File: src/rtl/gcd_pkg.sv
// Shared definitions for the GCD operand path: default width, the operand-pair
// type handed from the operand FIFO to the engine, and the FIFO control op encoding.
`timescale 1ns/1ps

package gcd_pkg;

    localparam int GCD_DATA_WIDTH = 8;

    // Operand pair at the default datapath width; field order matches {a, b} packing.
    typedef struct packed {
        logic [GCD_DATA_WIDTH-1:0] a;
        logic [GCD_DATA_WIDTH-1:0] b;
    } gcd_pair_t;

    // Per-edge FIFO operation, encoded as {push, pop}.
    typedef enum logic [1:0] {
        OP_NONE = 2'b00,
        OP_POP  = 2'b01,
        OP_PUSH = 2'b10,
        OP_BOTH = 2'b11
    } fifo_op_t;

endpackage

File: src/rtl/gcd_fifo_ctrl.sv
// Pointer, occupancy and flag control for the operand FIFO; carries no data.
// Flush wins over push and pop; full/empty come from the count, not pointer equality.
`timescale 1ns/1ps

module gcd_fifo_ctrl
    import gcd_pkg::*;
#(
    parameter int DEPTH     = 4,
    parameter int PTR_WIDTH = $clog2(DEPTH),
    parameter int CNT_WIDTH = $clog2(DEPTH) + 1
) (
    input  logic                 clk,
    input  logic                 rst_n,
    input  logic                 flush,
    input  logic                 push_req,
    input  logic                 pop_req,
    output logic                 wr_en,
    output logic [PTR_WIDTH-1:0] wr_ptr,
    output logic [PTR_WIDTH-1:0] rd_ptr,
    output logic [CNT_WIDTH-1:0] count,
    output logic                 full,
    output logic                 empty
);

    logic                 push;
    logic                 pop;
    fifo_op_t             op;
    logic [CNT_WIDTH-1:0] count_nxt;

    assign full  = (count == CNT_WIDTH'(DEPTH));
    assign empty = (count == '0);

    // Handshakes qualify only on registered flags, so no ready depends on the far side.
    assign push  = push_req && !full;
    assign pop   = pop_req && !empty;
    assign op    = fifo_op_t'({push, pop});
    assign wr_en = push && !flush;

    // NOTE: every signal assigned in always_comb gets a default first, so no latch is inferred.
    always_comb begin
        count_nxt = count;
        case (op)
            OP_PUSH: count_nxt = count + 1'b1;
            OP_POP:  count_nxt = count - 1'b1;
            default: count_nxt = count;
        endcase
    end

    // NOTE: sequential state uses non-blocking assignments so all registers update together.
    always_ff @(posedge clk or negedge rst_n) begin
        if (!rst_n) begin
            wr_ptr <= '0;
            rd_ptr <= '0;
            count  <= '0;
        end else if (flush) begin
            wr_ptr <= '0;
            rd_ptr <= '0;
            count  <= '0;
        end else begin
            // DEPTH is a power of two, so natural overflow gives the modulo wrap.
            if (push) wr_ptr <= PTR_WIDTH'(wr_ptr + 1'b1);
            if (pop)  rd_ptr <= PTR_WIDTH'(rd_ptr + 1'b1);
            count <= count_nxt;
        end
    end

endmodule

File: src/rtl/gcd_operand_fifo.sv
// DEPTH-entry FIFO of (A,B) operand pairs feeding the GCD engine's operand-load stage.
// Build option GCD_OPERAND_ORDER_EN stores each pair ordered so that A >= B.
`timescale 1ns/1ps

module gcd_operand_fifo
    import gcd_pkg::*;
#(
    parameter int DATA_WIDTH = GCD_DATA_WIDTH,
    parameter int DEPTH      = 4,
    parameter int CNT_WIDTH  = $clog2(DEPTH) + 1
) (
    input  logic                  i_clk,
    input  logic                  i_rst_n,
    input  logic                  i_flush,
    input  logic                  s_valid,
    output logic                  s_ready,
    input  logic [DATA_WIDTH-1:0] s_a,
    input  logic [DATA_WIDTH-1:0] s_b,
    output logic                  m_valid,
    input  logic                  m_ready,
    output logic [DATA_WIDTH-1:0] m_a,
    output logic [DATA_WIDTH-1:0] m_b,
    output logic [CNT_WIDTH-1:0]  o_count,
    output logic                  o_full,
    output logic                  o_empty
);

    localparam int PTR_WIDTH = $clog2(DEPTH);

    // Same layout as gcd_pair_t, widened to this instance's DATA_WIDTH.
    typedef struct packed {
        logic [DATA_WIDTH-1:0] a;
        logic [DATA_WIDTH-1:0] b;
    } pair_t;

    logic                 wr_en;
    logic [PTR_WIDTH-1:0] wr_ptr;
    logic [PTR_WIDTH-1:0] rd_ptr;
    pair_t                in_pair;
    pair_t                mem [DEPTH];

    gcd_fifo_ctrl #(
        .DEPTH     (DEPTH),
        .PTR_WIDTH (PTR_WIDTH),
        .CNT_WIDTH (CNT_WIDTH)
    ) u_ctrl (
        .clk      (i_clk),
        .rst_n    (i_rst_n),
        .flush    (i_flush),
        .push_req (s_valid),
        .pop_req  (m_ready),
        .wr_en    (wr_en),
        .wr_ptr   (wr_ptr),
        .rd_ptr   (rd_ptr),
        .count    (o_count),
        .full     (o_full),
        .empty    (o_empty)
    );

`ifdef GCD_OPERAND_ORDER_EN
    // Larger operand goes to A so the engine can skip its first compare; ties pass through.
    always_comb begin
        in_pair.a = s_a;
        in_pair.b = s_b;
        if (s_a < s_b) begin
            in_pair.a = s_b;
            in_pair.b = s_a;
        end
    end
`else
    assign in_pair.a = s_a;
    assign in_pair.b = s_b;
`endif

    // NOTE: storage is reset so m_a/m_b read back zero after reset; flush leaves it untouched.
    always_ff @(posedge i_clk or negedge i_rst_n) begin
        if (!i_rst_n) begin
            for (int i = 0; i < DEPTH; i++) begin
                mem[i] <= '0;
            end
        end else if (wr_en) begin
            mem[wr_ptr] <= in_pair;
        end
    end

    assign s_ready = !o_full;
    assign m_valid = !o_empty;
    assign m_a     = mem[rd_ptr].a;
    assign m_b     = mem[rd_ptr].b;

endmodule
File: config.mk
export PLATFORM = sky130hd
export DESIGN_NAME = gcd_operand_fifo
export DESIGN_NICKNAME = d
export VERILOG_FILES = /design/src/rtl/gcd_pkg.sv /design/src/rtl/gcd_fifo_ctrl.sv /design/src/rtl/gcd_operand_fifo.sv
export SDC_FILE = /design/constraint.sdc
export NUM_CORES = 1
export LEC_CHECK = 0
export BUFFER_PORTS_ARGS = -buffer_cell sky130_fd_sc_hd__buf_4
export CAP_MARGIN = 5
export CORE_AREA = 4 4 88 90
export CTS_CLUSTER_DIAMETER = 150
export DETAILED_ROUTE_END_ITERATION = 8
export DIE_AREA = 0 0 92 94
export PLACE_DENSITY = 0.69
export SYNTH_ARGS = -nofsm -noshare
export SYNTH_HDL_FRONTEND = slang
export SYNTH_SLANG_ARGS = --single-unit
File: constraint.sdc
create_clock -name i_clk -period 4 [get_ports i_clk]
set_input_delay 0.4 -clock i_clk [delete_from_list [all_inputs] [get_ports i_clk]]
set_output_delay 0.4 -clock i_clk [all_outputs]
set_load 0.02 [all_outputs]
==> impl_results.md <==
* Critical path capture point type: output pin
* CTS Hold Bufs at 0
* Die Footprint at 0.00865 mm^2
* Cts repair resizes at 0
* Power per cell area at 659 mW/mm^2
* Final slew viol count at 0
* RSZ-0062 raised after global routing: no
* Fin crit share at 0.658
* Port Buffers at 43
* Post-route setup TNS at 0 ns
* Clock tree sinks at 71
* Worst Hold Class: input pin to async pin
* DRT Wirelength at 6.24 mm
* Top cell type by total area after synthesis: dfrtp_1
* Leak pwr at 1.79 nW
* Clk network pwr share at 0.242
* # fillers at 610
* Die height at 94 um
* Global placement routability congestion at 0.747
* Max_cap viols at 0
* Vias at 1951
* Max incr delay on CP at 0.89 ns
* Hold Fails Final Rpt at 0
* #FFs+latches synth at 71
* Startpoint Class: flop
* YS warnings at 0
* Post-synth ARST share at 1.00
* CP required at 3.60 ns
* CORE AREA at 0.00706 mm^2
* Minimum clock period at 2.63 ns
* DRC Markers at 0
* Status: finished clean
* Mapped Area at 0.00340 mm^2
* Most used DFF post-synth: dfrtp_1
* Crit path top cell by count: buf_4
* Clk slew on worst S/H paths at 0.07 ns
* Largest net degree at the start of global routing at 72
* Site Rows at 31
* Initial antenna violation count at 0
* CP Launch Point: u_ctrl.rd_ptr[0]
* Flop pwr share at 0.431
* Int Power at 0.00186 W
* Final setup viols at 0
* 1st-pass router iterations at 4
* GRT Residual Overflow at 0
* Net Switching at 0.000759 W
* Setup Skew at 0.00828 ns
* GRT Util Overall at 0.157
* Depth of the most critical reg-to-reg path at 3
* Critical R2R Capture: mem[16]
* Setup Crit Path Kind: flop to output pin
* Syn Nets at 250
* Synth-to-Final Area Change at 16.7%
* DP Wirelength at 4.05 mm
* Synth area leaders: dfrtp_1 52%, mux2_2 18%, mux4_2 11%
* 1st-iter DRT viols at 63
* Pwr Total at 0.00262 W
* Synth unique cells at 36
* IO Count at 44
* Crit-path cells: buf_4 > mux4_2 > buf_4
* Share of the synthesized area in the top cell type at 0.522
* Worst R2R Start: u_ctrl.count[0]
* DR WL/cell at 17.0 um
* Combinational Power Share at 0.326
* Worst R2R Setup Slack at 1.59 ns
* Vias in the first global route at 2033
* Layout cells sized above 1 at 0.534
* Max-slew headroom at 0.327
* Num CTS Buffers at 9
* Antenna Cells at 0
* Worst slew pin tran at 1.01 ns
* VDD IR max at 240 uV
* Register area share after synthesis at 0.522
* CP max stage cell: dfrtp_1
* Starting Density at 0.482
* Max H-tree Level at 3
* Post-route insts no fill at 367
* Root Buffer: clkbuf_8
* Fmax achieved at 380 MHz
* Clock Latency Late Sink at 0.34 ns
* Avg Inst Size Synth at 15.2 um^2
* Nets@finish at 289
* TritonCTS clock tree: yes
* Critical path peak fanout at 13
* CP arrival at 2.23 ns
* First-pass GRT wire length at 10.3 mm
* Post-route antenna net violation count at 0
* CTS Buffer Depth at 2
* Post-synth EDFFs at 0
* Via density at 5.32
* Switch share at 0.290
* Setup Buffers After CTS at 0
* Die Width at 92 um
* Dpl cells at 351
* Cells after synthesis at 224
[state kept, by name, summed over array words and instances, names as in the netlist]
signal and count:
mem 64, u_ctrl.rd_ptr 2, u_ctrl.count 3, u_ctrl.wr_ptr 2
[layer usage]
layer | track usage | routed length [um]
met2 | 0.257 | 3160
met1 | 0.205 | 2750
met4 | 0.0705 | 115
met3 | 0.0296 | 218
met5 | 0 | 0
[Yosys cell counts (3+ instances only)]
cell	number
a21oi_1	5
buf_2	5
buf_6	3
clkbuf_1	5
dfrtp_1	71
ha_1	4
inv_1	8
mux2_2	54
mux2_4	10
mux4_2	16
nand3_1	3
nand3_2	3
nor2_1	5
o21ai_0	4
[logic make-up (layout without fill, tap and decap cells)]
logic type	after synthesis	after routing	synth area share
muxes	80	80	0.329
DFF	71	71	0.522
buffers and inverters	24	68	0.0408
and+or+nand+nor	22	22	0.0430
AOI/OAI and AO/OA	18	18	0.0346
adders and majority gates	5	5	0.0206
xor gates and xnor gates	4	4	0.0103
[metrics by stage]
step,cell area [um^2],util,hold slack (ns),setup slack [ns]
floorplan,3400,-,0.104,1.74
global placement,3750,0.531,0.483,1.67
detailed placement,3750,0.531,0.490,1.57
CTS,3970,0.563,0.216,1.28
global route,3970,0.563,0.252,1.22
finish,3970,0.563,0.177,1.37
[critical path, delay by kind of cell, from the launching register on]
kind | cells | cell delay, ns
DFF | 1 | 0.89
muxes | 1 | 0.53
buffers and inverters | 2 | 0.48
[power by group through the flow]
stage	combinational [W]	clock [W]	sequential [W]
finish	0.000855	0.000634	0.00113
global route	0.000919	0.000676	0.00117
CTS	0.000870	0.000650	0.00113
detailed placement	0.000867	0	0.00115
global placement	0.000849	0	0.00113
floorplan	0.000666	0	0.00106
[area by class of cell]
class	count	area [um^2]	share of cell area
flip-flops and latches	71	1780	0.447
repair buffers	44	330	0.0831
multi-input cells	129	1490	0.374
well taps	99	124	0.0312
clock inverters	3	65.1	0.0164
inverters	8	30.0	0.00756
clock buffers	13	159	0.0400
[placed cells by master, fill, tap and decap left out, drive strengths merged]
master,instances
a2111oi,2
a21oi,5
a311o,1
a31oi,2
and3,1
and3b,1
and4bb,1
buf,44
bufinv,2
clkbuf,13
clkinv,1
dfrtp,71
fa,1
ha,4
inv,8
mux2,64
mux4,16
nand2,1
nand2b,1
nand3,6
nand3b,2
nor2,5
nor2b,2
o2111ai,1
o21a,1
o21ai,4
o311ai,1
o31ai,1
or3b,2
xnor2,2
xor2,2
[worst max path at each step]
stage	end	cells past startpoint	slack, ns
CTS	m_b[0]	3	1.28
finish	m_b[0]	3	1.37
global placement	mem[19]	3	1.67
global route	m_b[0]	3	1.22
detailed placement	mem[16]	3	1.57
floorplan	u_ctrl.count[2]	7	1.74
Power figures use the tool's default switching activity.
